===== config.mk =====
export PLATFORM = sky130hd
export DESIGN_NAME = multi_delay_timer
export DESIGN_NICKNAME = d
export VERILOG_FILES = /design/src/rtl/multi_delay_timer.sv
export SDC_FILE = /design/constraint.sdc
export NUM_CORES = 1
export LEC_CHECK = 0
export BUFFER_PORTS_ARGS = -buffer_cell sky130_fd_sc_hd__buf_4
export CAP_MARGIN = 20
export CORE_UTILIZATION = 50
export DETAILED_ROUTE_END_ITERATION = 8
export GPL_TIMING_DRIVEN = 0
export PLACE_DENSITY = 0.75
export SLEW_MARGIN = 20
export SYNTH_ARGS = -nofsm -noshare
export SYNTH_HDL_FRONTEND = slang
export SYNTH_SLANG_ARGS = --single-unit

===== constraint.sdc =====
create_clock -name clk -period 2 [get_ports clk]
set_input_delay 0.4 -clock clk [delete_from_list [all_inputs] [get_ports clk]]
set_output_delay 0.4 -clock clk [all_outputs]
set_load 0.01 [all_outputs]

===== src/rtl/multi_delay_timer.sv =====
// Multi-channel programmable delay timer for step sequencing: per-channel prescaler
// and downcounter with one-shot / auto-reload modes, pause, abort and count readback.
module multi_delay_timer #(
  parameter int CHANNELS = 4,
  parameter int CNT_W    = 8,
  parameter int PRESCALE = 500000,
  parameter int PRE_W    = 20
) (
  input  logic                      clk,
  input  logic                      reset_n,
  input  logic [CHANNELS-1:0]       start,
  input  logic [CHANNELS-1:0]       abort,
  input  logic [CHANNELS-1:0]       enable,
  input  logic [CHANNELS-1:0]       periodic,
  input  logic [CHANNELS*CNT_W-1:0] delay,
  output logic [CHANNELS-1:0]       busy,
  output logic [CHANNELS-1:0]       done,
  output logic [CHANNELS-1:0]       done_pulse,
  output logic [CHANNELS*CNT_W-1:0] remaining
);

  localparam logic [PRE_W-1:0] PRE_MAX = PRE_W'(PRESCALE - 1);

  typedef enum logic {IDLE = 1'b0, RUN = 1'b1} state_t;

  for (genvar gi = 0; gi < CHANNELS; gi++) begin : g_ch
    state_t           state_r;
    logic [PRE_W-1:0] pre_r;
    logic [CNT_W-1:0] rem_r;
    logic [CNT_W-1:0] reload_r;
    logic             per_r;
    logic             busy_r;
    logic             done_r;
    logic             pulse_r;
    logic [CNT_W-1:0] delay_s;

    assign delay_s = delay[gi*CNT_W +: CNT_W];

    // Channel FSM: reset > abort > start > count; all outputs come straight from these registers.
    always_ff @(posedge clk) begin
      if (!reset_n) begin
        state_r  <= IDLE;
        pre_r    <= {PRE_W{1'b0}};
        rem_r    <= {CNT_W{1'b0}};
        reload_r <= {CNT_W{1'b0}};
        per_r    <= 1'b0;
        busy_r   <= 1'b0;
        done_r   <= 1'b0;
        pulse_r  <= 1'b0;
      end else if (abort[gi]) begin
        state_r  <= IDLE;
        pre_r    <= {PRE_W{1'b0}};
        rem_r    <= {CNT_W{1'b0}};
        busy_r   <= 1'b0;
        done_r   <= 1'b0;
        pulse_r  <= 1'b0;
      end else if (start[gi]) begin
        pre_r    <= {PRE_W{1'b0}};
        rem_r    <= delay_s;
        reload_r <= delay_s;
        per_r    <= periodic[gi];
        if (delay_s != {CNT_W{1'b0}}) begin
          state_r <= RUN;
          busy_r  <= 1'b1;
          done_r  <= 1'b0;
          pulse_r <= 1'b0;
        end else begin
          state_r <= IDLE;
          busy_r  <= 1'b0;
          done_r  <= 1'b1;
          pulse_r <= 1'b1;
        end
      end else begin
        pulse_r <= 1'b0;
        case (state_r)
          IDLE: begin
            pre_r <= {PRE_W{1'b0}};
          end
          RUN: begin
            if (enable[gi]) begin
              if (pre_r >= PRE_MAX) begin
                pre_r <= {PRE_W{1'b0}};
                // A count of 0 while running is unreachable; treating it as expiry keeps it from wrapping.
                if (rem_r <= CNT_W'(1)) begin
                  pulse_r <= 1'b1;
                  done_r  <= 1'b1;
                  if (per_r) begin
                    rem_r <= reload_r;
                  end else begin
                    rem_r   <= {CNT_W{1'b0}};
                    busy_r  <= 1'b0;
                    state_r <= IDLE;
                  end
                end else begin
                  rem_r <= rem_r - CNT_W'(1);
                end
              end else begin
                pre_r <= pre_r + PRE_W'(1);
              end
            end else begin
              pre_r <= pre_r;
            end
          end
          default: begin
            state_r <= IDLE;
            busy_r  <= 1'b0;
            pre_r   <= {PRE_W{1'b0}};
          end
        endcase
      end
    end

    assign busy[gi]                      = busy_r;
    assign done[gi]                      = done_r;
    assign done_pulse[gi]                = pulse_r;
    assign remaining[gi*CNT_W +: CNT_W]  = rem_r;
  end

endmodule

==> run metrics, run 1 <==
share of layout cells above drive strength 1 0.255; die width ~130 um; max-cap violations 0; Die Y-Extent 135 um; Slew headroom 0.492; gr ovfl total 0; Post-Syn Nets around 1200; delay-heaviest family, CP simple AND/OR/NAND/NOR gates; Sink Count ~160; Vias 9103; most frequent cells in the layout 161 x nand2_1, 152 x buf_4, 133 x dfxtp_1, 56 x nor2_1, 51 x nand3_1; reg2reg setup slack -0.16 ns; minimum clock period ~2.2 ns; CP startpoint kind flop; hold path depth 3; Placeable Area 0.0172 mm2; hold slack ~0.21 ns; CTS root buf clkbuf_16; WS Path Type reg -> reg; post-DP HPWL about 17000 um; CP peak stage delay approximately 0.57 ns; routability cong. roughly 0.93; Final nets between 1000 and 1500; initial core utilization 0.511; Mapped Area between 0.008 and 0.009 mm2; DR DRC count 0; number of synthesized register bits between 150 and 200; min-delay src delay[17]; most common cell after layout, fill and taps aside nand2_1; IO buf count 89; P per Cell Area ~650 mW/mm2; synthesized instance count 1090; Final Cycle Share 1.08; register area share after synthesis 0.373; setup ws final -0.160 ns; GRT Total Usage 0.276; Worst Reg-to-Reg Cells 6; ANT nets after route 0; r2r endpoint g_ch[1].rem_r[2]; synth warn 0; TritonRoute pass-1 iters 5; Post-CTS Hold Buffers 0; final core utilization 0.663; first-pass GRT wire length 41000 um; Fin. Hold Viols 0; failing checks negative setup slack; Setup crit end kind flop; Slew Viols, Final 0; Primary FF master, synth dfxtp_1; Worst EP arrival 2.47 ns; slowest CP cell or4b_4; final setup vio count 21; Row Count 48; RSZ-0062 raised after global routing yes; Avg Cell Area, Syn 8.08 um2; P_leak about 0.0044 uW; total CTS buffers 17; vias per cell between 6 and 7; status finished, violations left; WL/cell around 17 um; clk_lat worst skew about 0.42 ns; EDFF count, synth 0; highest clock rate between 0.4 and 0.5 GHz; worst-path cell chain or4_4 > or4b_4 > buf_4 > a21oi_2 > a2111oi_2 > a221o_1; Diodes inserted 0; # IOs 94; H-tree Lvls 4; initial antenna violation count 0; hold crit path type in -> reg; clock-pin slew on the worst setup and hold paths about 0.060 ns; WHS Endpoint g_ch[2].rem_r[1]; Worst Path Max Fanout 6; vias in the first global route about 8300; Bufs and invs on worst path 1; reg-to-reg startpoint g_ch[1].rem_r[4]; final wirelength 25400 um; maximum VDD drop 665 uV; total power about 7500 uW; Layout area overhead 29.8%; clk_skew 0.0102 ns; die area approximately 0.018 mm2; Req. time, crit path between 2 and 2.5 ns; initial DRC count roughly 760; CTS tree yes; distinct cell type count after synthesis 74; ys async rst share 0; largest net degree at the start of global routing 17; actual slew at the worst max-slew pin between 0.7 and 0.8 ns; setup TNS -1.25 ns; Clock Tree Buf Depth 2
-- synthesized netlist by cell type (7+ instances only) --
master      n  area share
nor2_1     62       0.026
nand4_1    22       0.016
a22o_1     12       0.012
o211ai_1   10      0.0085
and3_1     20       0.014
o311ai_0   10      0.0099
o21ai_0    49       0.028
buf_4      12       0.010
a21oi_1    49       0.028
o31ai_1    13       0.011
xor2_1     10      0.0099
nand2b_1   16       0.011
dfxtp_1   164        0.37
mux2i_1    14       0.016
and2_1      8      0.0057
nor4_1     14      0.0099
nand3b_1    7      0.0060
or3_1      10      0.0071
clkbuf_1   42       0.018
a221o_1     8      0.0091
inv_1      25       0.011
xnor2_1    15       0.015
a31oi_1    36       0.026
or4_1      19       0.016
nand2_1   165       0.070
a21boi_0   37       0.032
nor3_1     27       0.015
ha_1       12       0.017
nand3_1    55       0.031
a21o_1     14       0.012
buf_2      10      0.0057
-- through the flow --
| stage | instances | setup WS (ns) | area (um2) |
|---|---|---|---|
| floorplan | 1090 | -0.116 | 8880 |
| global placement | 1404 | -0.951 | 9830 |
| detailed placement | 1404 | -0.994 | 9830 |
| CTS | 1463 | -0.172 | 11000 |
| global route | 1482 | -0.217 | 11400 |
| finish | 1482 | -0.160 | 11400 |
-- where the power goes --
group          internal, uW  switching (uW)
Clock                  1930            1260
Sequential             3320            59.7
Combinational           424             479
-- registers in the layout (all words and copies together), names as in the netlist --
name,flops
g_ch.pre_r,80
g_ch.done_r,4
g_ch.reload_r,32
g_ch.busy_r,4
g_ch.rem_r,32
g_ch.pulse_r,4
g_ch.state_r,4
g_ch.per_r,4
-- worst register-to-register path, cell delays in order (launching register included) --
cell and delay, ns:
dfxtp_4 0.34, or4_4 0.53, or4b_4 0.57, buf_4 0.18, a21oi_2 0.11, a2111oi_2 0.05
a221o_1 0.28
-- what timing repair did --
| item | CTS | global route |
|---|---|---|
| pin swaps | 20 | 29 |
| resized for setup | 115 | 72 |
| cloned | 2 | 4 |
| endpoints found under the setup margin | 119 | 106 |
| setup buffers | 28 | 21 |
-- cell families (layout without fill, tap and decap cells) --
family                   Yosys count  after routing  synth area share
AO/OA/AOI/OAI                    320            322             0.259
XOR/XNOR                          25             25            0.0249
adder cells (fa/ha/maj)           12             12            0.0170
buffers and inverters             95            260            0.0480
flip-flops                       164            164             0.373
multiplexers                      15             15            0.0172
AND/OR/NAND/NOR                  459            459             0.261
-- cell type report --
type	instances	area (um2)
plain buffers	62	394
clock buffers	26	489
clock inverters	5	75.1
fillers	1421	5810
inverters	25	93.8
multi-input cells	833	5630
flip-flops and latches	164	3350
well taps	225	282
repair buffers	142	1120
-- layer usage --
| metal | wire [um] | track usage |
|---|---|---|
| met1 | 11300 | 0.377 |
| met2 | 12100 | 0.446 |
| met3 | 1550 | 0.0495 |
| met4 | 456 | 0.0799 |
| met5 | 0 | 0 |
-- how the worst max path moves through the flow --
stage / from / end / cells after the start
floorplan: g_ch[1].rem_r[3] / g_ch[1].rem_r[5] / 7
global placement: reset_n / g_ch[2].pre_r[13] / 8
detailed placement: reset_n / g_ch[2].pre_r[13] / 8
CTS: g_ch[1].rem_r[4] / g_ch[1].rem_r[5] / 7
global route: g_ch[1].rem_r[4] / g_ch[1].rem_r[5] / 6
finish: g_ch[1].rem_r[4] / g_ch[1].rem_r[2] / 6
No activity file was read; power rests on OpenSTA's default activity.
==> inputs of run 2 (changes only) <==
- GPL_TIMING_DRIVEN: 0 -> not set
==> run 2 against run 1 <==
Against the previous run:
- the flow still finishes with violations (negative setup slack)
- total power up 4.8%
- first-iteration DRC count increased by 4.8%
- setup slack improved by 0.084 ns
- register-to-register slack gained 0.08 ns
- global-route usage down 0.23 points
- routed wire length shrank 0.59%
- clock power increased by 12%
- final area rose by 1.1%
- critical path type unchanged
==> run metrics, run 2 (synthesized netlist as in run 1, its figures left out) <==
status finished, violations left (unchanged); failing checks negative setup slack (unchanged); Inst Count DP 1473 (was 1404); CTS root buf clkbuf_16 (unchanged); DR DRC count 0 (unchanged); largest net degree at the start of global routing 32 (was 17); CTS tree yes (unchanged); Post-CTS Hold Buffers 0 (unchanged); # fillers 1398 (was 1421); # IOs 94 (unchanged); die width 135 um (unchanged); initial core utilization 0.511 (unchanged); reg2reg setup slack -0.08 ns (was -0.16 ns); final core utilization 0.671 (was 0.663); Die Y-Extent 135 um (unchanged); Worst Reg-to-Reg Cells 6 (unchanged); Top Registers g_ch.pre_r x80, g_ch.reload_r x32, g_ch.rem_r x32 (unchanged); vias per cell 6.09 (was 6.14); P per Cell Area 678 mW/mm2 (was 654 mW/mm2); initial DRC count 793 (was 757); WL/cell 16.7 um (was 17.1 um); hold crit path type in -> reg (unchanged); clk_lat worst skew 0.43 ns (was 0.42 ns); Diodes inserted 0 (unchanged); maximum VDD drop 659 uV (was 665 uV); Fin. Hold Viols 0 (unchanged); max-cap violations 0 (unchanged); GRT Total Usage 0.274 (was 0.276); Clock Tree Buf Depth 2 (unchanged); IO buf count 93 (was 89); CP startpoint kind flop (unchanged); RSZ-0062 raised after global routing yes (unchanged); final setup vio count 8 (was 21); gr ovfl total 0 (unchanged); max FFs per register 80 (unchanged); most frequent cells in the layout 228 x buf_4, 164 x nand2_1, 150 x dfxtp_1, 61 x nor2_1, 52 x nand3_1 (was 161 x nand2_1, 152 x buf_4, 133 x dfxtp_1, 56 x nor2_1, 51 x nand3_1); die area 0.0181 mm2 (unchanged); ANT nets after route 0 (unchanged); post-DP HPWL 17400 um (was 16500 um); clock-pin slew on the worst setup and hold paths 0.06 ns (about the same); Placeable Area 0.0172 mm2 (unchanged); share of layout cells above drive strength 1 0.268 (was 0.255); TritonRoute pass-1 iters 8 (was 5); Final Cycle Share 1.04 (was 1.08); total power 7830 uW (was 7480 uW); Setup crit end kind flop (unchanged); total CTS buffers 17 (unchanged); pre-CTS setup slack -0.177 ns (was -0.994 ns); first-pass GRT wire length 40400 um (was 41000 um); Row Count 48 (unchanged); routability cong. 0.930 (was 0.934); Post-Layout Cell Count 1516 (was 1482); Worst Path Max Fanout 7 (was 6); H-tree Lvls 4 (unchanged); Vias 9231 (was 9103); Final nets 1340 (was 1307); setup ws final -0.0766 ns (was -0.160 ns); P_leak 0.00463 uW (was 0.00441 uW); Sink Count 164 (unchanged); WS Path Type reg -> reg (unchanged); minimum clock period 2.08 ns (was 2.16 ns); highest clock rate 0.482 GHz (was 0.463 GHz); actual slew at the worst max-slew pin 0.598 ns (was 0.759 ns); final wirelength 25300 um (was 25400 um); largest reg by FF count g_ch.pre_r (unchanged); Slew Viols, Final 0 (unchanged); vias in the first global route 8493 (was 8257); hold path depth 3 (unchanged); Req. time, crit path 2.31 ns (about the same); Worst EP arrival 2.39 ns (was 2.47 ns); Layout area overhead 31.3% (was 29.8%); initial antenna violation count 0 (unchanged); Slew headroom 0.599 (was 0.492); most common cell after layout, fill and taps aside buf_4 (was nand2_1); setup TNS -0.338 ns (was -1.25 ns); clk_skew 0.00683 ns (was 0.0102 ns)
## run 2: cell types whose count changed in the layout (fill, tap and decap cells not counted), sizes merged
cell,delta
buf,+67
clkbuf,-37
bufinv,+2
a21o,-1
clkinv,+1
clkinvlp,+1
inv,+1
o2111ai,-1
or4,+1
## run 2: cell type report
class                           count  area [um2]  share of cell area
Inverter                           25        93.8             0.00812
Clock buffer                       22         474              0.0410
Sequential cell                   164        3310               0.286
Timing Repair Buffer              238        1840               0.159
Tap cell                          225         282              0.0244
Clock inverter                     10         171              0.0148
Multi-Input combinational cell    832        5390               0.466
## run 2: path summary, 6_finish.rpt
check / endpoint / from
setup reg to reg: g_ch[1].rem_r[5] / g_ch[1].rem_r[3]
setup / recovery: g_ch[1].rem_r[5] / g_ch[1].rem_r[3]
hold reg to reg: g_ch[0].reload_r[6] / g_ch[0].reload_r[6]
hold / removal: g_ch[2].rem_r[4] / delay[20]
## run 2: power breakdown
part,internal [uW],switching (uW),leakage [uW]
sequential,3330,65.8,0.00134
combinational,402,449,0.00298
clock,2200,1380,0.000311
total,5940,1900,0.00463
## run 2: through the flow
stage               hold WS (ns)  instance area, um2
CTS                        0.191               11200
global placement           0.446               10600
floorplan                  0.439                8880
finish                     0.200               11600
global route               0.192               11600
detailed placement         0.460               10600
## run 2: worst max-delay path: stages (launching register included)
cell and delay [ns]:
dfxtp_2 0.32, or4_4 0.53, or4b_4 0.56, buf_6 0.16
and3b_2 0.18, o21bai_1 0.12, a31oi_1 0.09
## run 2: timing repair
| action | in CTS | in global routing |
|---|---|---|
| cloned | 0 | 3 |
| setup buffers | 0 | 9 |
| pin swaps | 2 | 17 |
| endpoints found under the setup margin | 14 | 64 |
| resized for setup | 11 | 61 |
## run 2: routing by layer
layer  share of wire  vias to the layer above  GRT usage  routed length, um
li1                -                     4461          -                  -
met1            0.44                     4391      0.369              11200
met2            0.48                      342      0.444              12200
met3           0.057                       37     0.0484               1430
met4           0.018                        0     0.0874                452
met5               0                        -          0                  0
==> inputs of run 3 (changes only) <==
- BUFFER_PORTS_ARGS: -buffer_cell sky130_fd_sc_hd__buf_4 -> -buffer_cell sky130_fd_sc_hd__buf_2
- TNS_END_PERCENT: not set -> 50
==> run 3 against run 2 <==
Against the previous run:
- routed wire length down 2.7%
- clock-buffer cell count down 1
- final area down 1.2%
- combinational power down 5.3%
- critical path depth down 1
- sequential share of layout area up 0.27 points
- the run still ends with negative setup slack left
- setup slack worse by 0.11 ns
- utilization down 0.79 points
- first-iteration DRC count down 3.8%
- hold slack better by 0.017 ns
- register-to-register slack worse by 0.11 ns
==> run metrics, run 3 (synthesized netlist as in run 1, its figures left out) <==
reg2reg setup slack -0.18 ns (was -0.08 ns); Clock Tree Buf Depth 2 (unchanged); total CTS buffers 17 (unchanged); met3 wire len 1460 um (was 1430 um); P_leak 0.00470 uW (was 0.00463 uW); clk_lat worst skew 0.43 ns (about the same); Worst Path Max Fanout 7 (unchanged); share of layout cells above drive strength 1 0.270 (was 0.268); initial DRC count 763 (was 793); DR DRC count 0 (unchanged); Sink Count 164 (unchanged); minimum clock period 2.18 ns (was 2.08 ns); CTS root buf clkbuf_16 (unchanged); min-delay src delay[17] (was delay[20]); H-tree Lvls 4 (unchanged); GRT Total Usage 0.272 (was 0.274); Diodes inserted 0 (unchanged); setup ws final -0.184 ns (was -0.0766 ns); largest reg by FF count g_ch.pre_r (unchanged); Highest Signal Layer met4 (unchanged); met1 WL 11300 um (was 11200 um); final wirelength 24600 um (was 25300 um); # IOs 94 (unchanged); final setup vio count 8 (unchanged); initial core utilization 0.511 (unchanged); failing checks negative setup slack (unchanged); die width 135 um (unchanged); r2r endpoint g_ch[1].rem_r[3] (was g_ch[1].rem_r[5]); clock-pin slew on the worst setup and hold paths 0.06 ns (about the same); Setup crit end kind flop (unchanged); ANT nets after route 0 (unchanged); RSZ-0062 raised after global routing yes (unchanged); WHS Endpoint g_ch[2].rem_r[1] (was g_ch[2].rem_r[4]); Placeable Area 0.0172 mm2 (unchanged); met2 WL 11300 um (was 12200 um); most frequent cells in the layout 164 x nand2_1, 153 x dfxtp_1, 148 x buf_4, 94 x buf_2, 59 x nor2_1 (was 228 x buf_4, 164 x nand2_1, 150 x dfxtp_1, 61 x nor2_1, 52 x nand3_1); actual slew at the worst max-slew pin 0.517 ns (was 0.598 ns); most common cell after layout, fill and taps aside nand2_1 (was buf_4); hold crit path type in -> reg (unchanged); routability cong. 0.906 (was 0.930); initial antenna violation count 0 (unchanged); Req. time, crit path 2.31 ns (about the same); vias in the first global route 8452 (was 8493); status finished, violations left (unchanged); largest net degree at the start of global routing 28 (was 32); max-cap violations 0 (unchanged); P per Cell Area 680 mW/mm2 (was 678 mW/mm2); maximum VDD drop 904 uV (was 659 uV); WL/cell 16.1 um (was 16.7 um); gr ovfl total 0 (unchanged); post-DP HPWL 17200 um (was 17400 um); hold path depth 3 (unchanged); clk_skew 0.00886 ns (was 0.00683 ns); Worst EP arrival 2.49 ns (was 2.39 ns); CTS tree yes (unchanged); Area after DPL 0.0105 mm2 (was 0.0106 mm2); Die Y-Extent 135 um (unchanged); die area 0.0181 mm2 (unchanged); TritonRoute pass-1 iters 5 (was 8); Final Cycle Share 1.09 (was 1.04); CP startpoint kind flop (unchanged); setup TNS -0.907 ns (was -0.338 ns); Slew Viols, Final 0 (unchanged); first-pass GRT wire length 40200 um (was 40400 um); reg-to-reg startpoint g_ch[1].rem_r[3] (unchanged); Layout area overhead 29.7% (was 31.3%); final core utilization 0.663 (was 0.671); vias per cell 6.01 (was 6.09); Slew headroom 0.653 (was 0.599); IO buf count 93 (unchanged); WS Path Type reg -> reg (unchanged); Fin. Hold Viols 0 (unchanged); Final nets 1351 (was 1340); Vias 9177 (was 9231); Row Count 48 (unchanged); final std cell area, no fill 0.0114 mm2 (was 0.0116 mm2); highest clock rate 0.458 GHz (was 0.482 GHz); max FFs per register 80 (unchanged); Top Registers g_ch.pre_r x80, g_ch.reload_r x32, g_ch.rem_r x32 (unchanged); Worst Reg-to-Reg Cells 5 (was 6)
run 3: cell count changes in the layout (fill, tap and decap cells not counted), moves of 3 or more:
| cell | change |
|---|---|
| nand3_2 | -3 |
| buf_2 | +92 |
| clkinvlp_4 | +3 |
| o21ai_2 | -3 |
| nor4_2 | -3 |
| buf_4 | -80 |
| o21ai_1 | +3 |
| dfxtp_1 | +3 |
run 3: how the worst max path moves through the flow:
stage	start	end	depth (start not counted)
after floorplan	g_ch[1].rem_r[3]	g_ch[1].rem_r[5]	7
after global routing	g_ch[1].rem_r[3]	g_ch[1].rem_r[4]	5
after CTS	g_ch[1].rem_r[3]	g_ch[1].rem_r[3]	4
final	g_ch[1].rem_r[3]	g_ch[1].rem_r[3]	5
after global placement	g_ch[1].rem_r[3]	g_ch[1].state_r	5
after detailed placement	g_ch[1].rem_r[3]	g_ch[1].busy_r	5
run 3: routing by layer:
layer  global-route usage  vias up
li1                     -     4490
met3               0.0522       43
met1                0.368     4333
met2                0.432      311
met4               0.0930        0
met5                    0        -
run 3: cell type report:
type                       instances  area (um2)
clock buffer                      21         470
clock inverter                    11         174
fill                            1424        5810
inverter                          25        93.8
multi-input combinational        831        5390
sequential                       164        3300
tap                              225         282
timing repair buffer             250        1720
run 3: critical path, stage by stage (launching register included):
cell,delay (ns)
dfxtp_2,0.32
or4_4,0.54
or4b_4,0.57
a21oi_1,0.22
a2111oi_2,0.10
a221o_2,0.32
run 3: report_power, final:
part	switching, uW	internal (uW)
registers	59.8	3330
logic	442	365
clock network	1380	2200
run 3: repair_timing:
item,CTS,global route
setup endpoints to repair,26,68
endpoints found under the hold margin,0,0
cloned,0,1
resized for setup,15,46
pin swaps,3,10
hold buffers,0,0
buffers inserted,0,7
run 3: metrics by stage:
stage	cells	total power [uW]	hold WS (ns)	setup slack, ns
2_1_floorplan	1090	3910	0.439	-0.116
3_3_place_gp	1487	4200	0.447	-0.162
3_5_place_dp	1487	4210	0.454	-0.210
4_1_cts	1519	7770	0.206	-0.123
5_1_grt	1527	8030	0.221	-0.186
6_report	1527	7770	0.217	-0.184
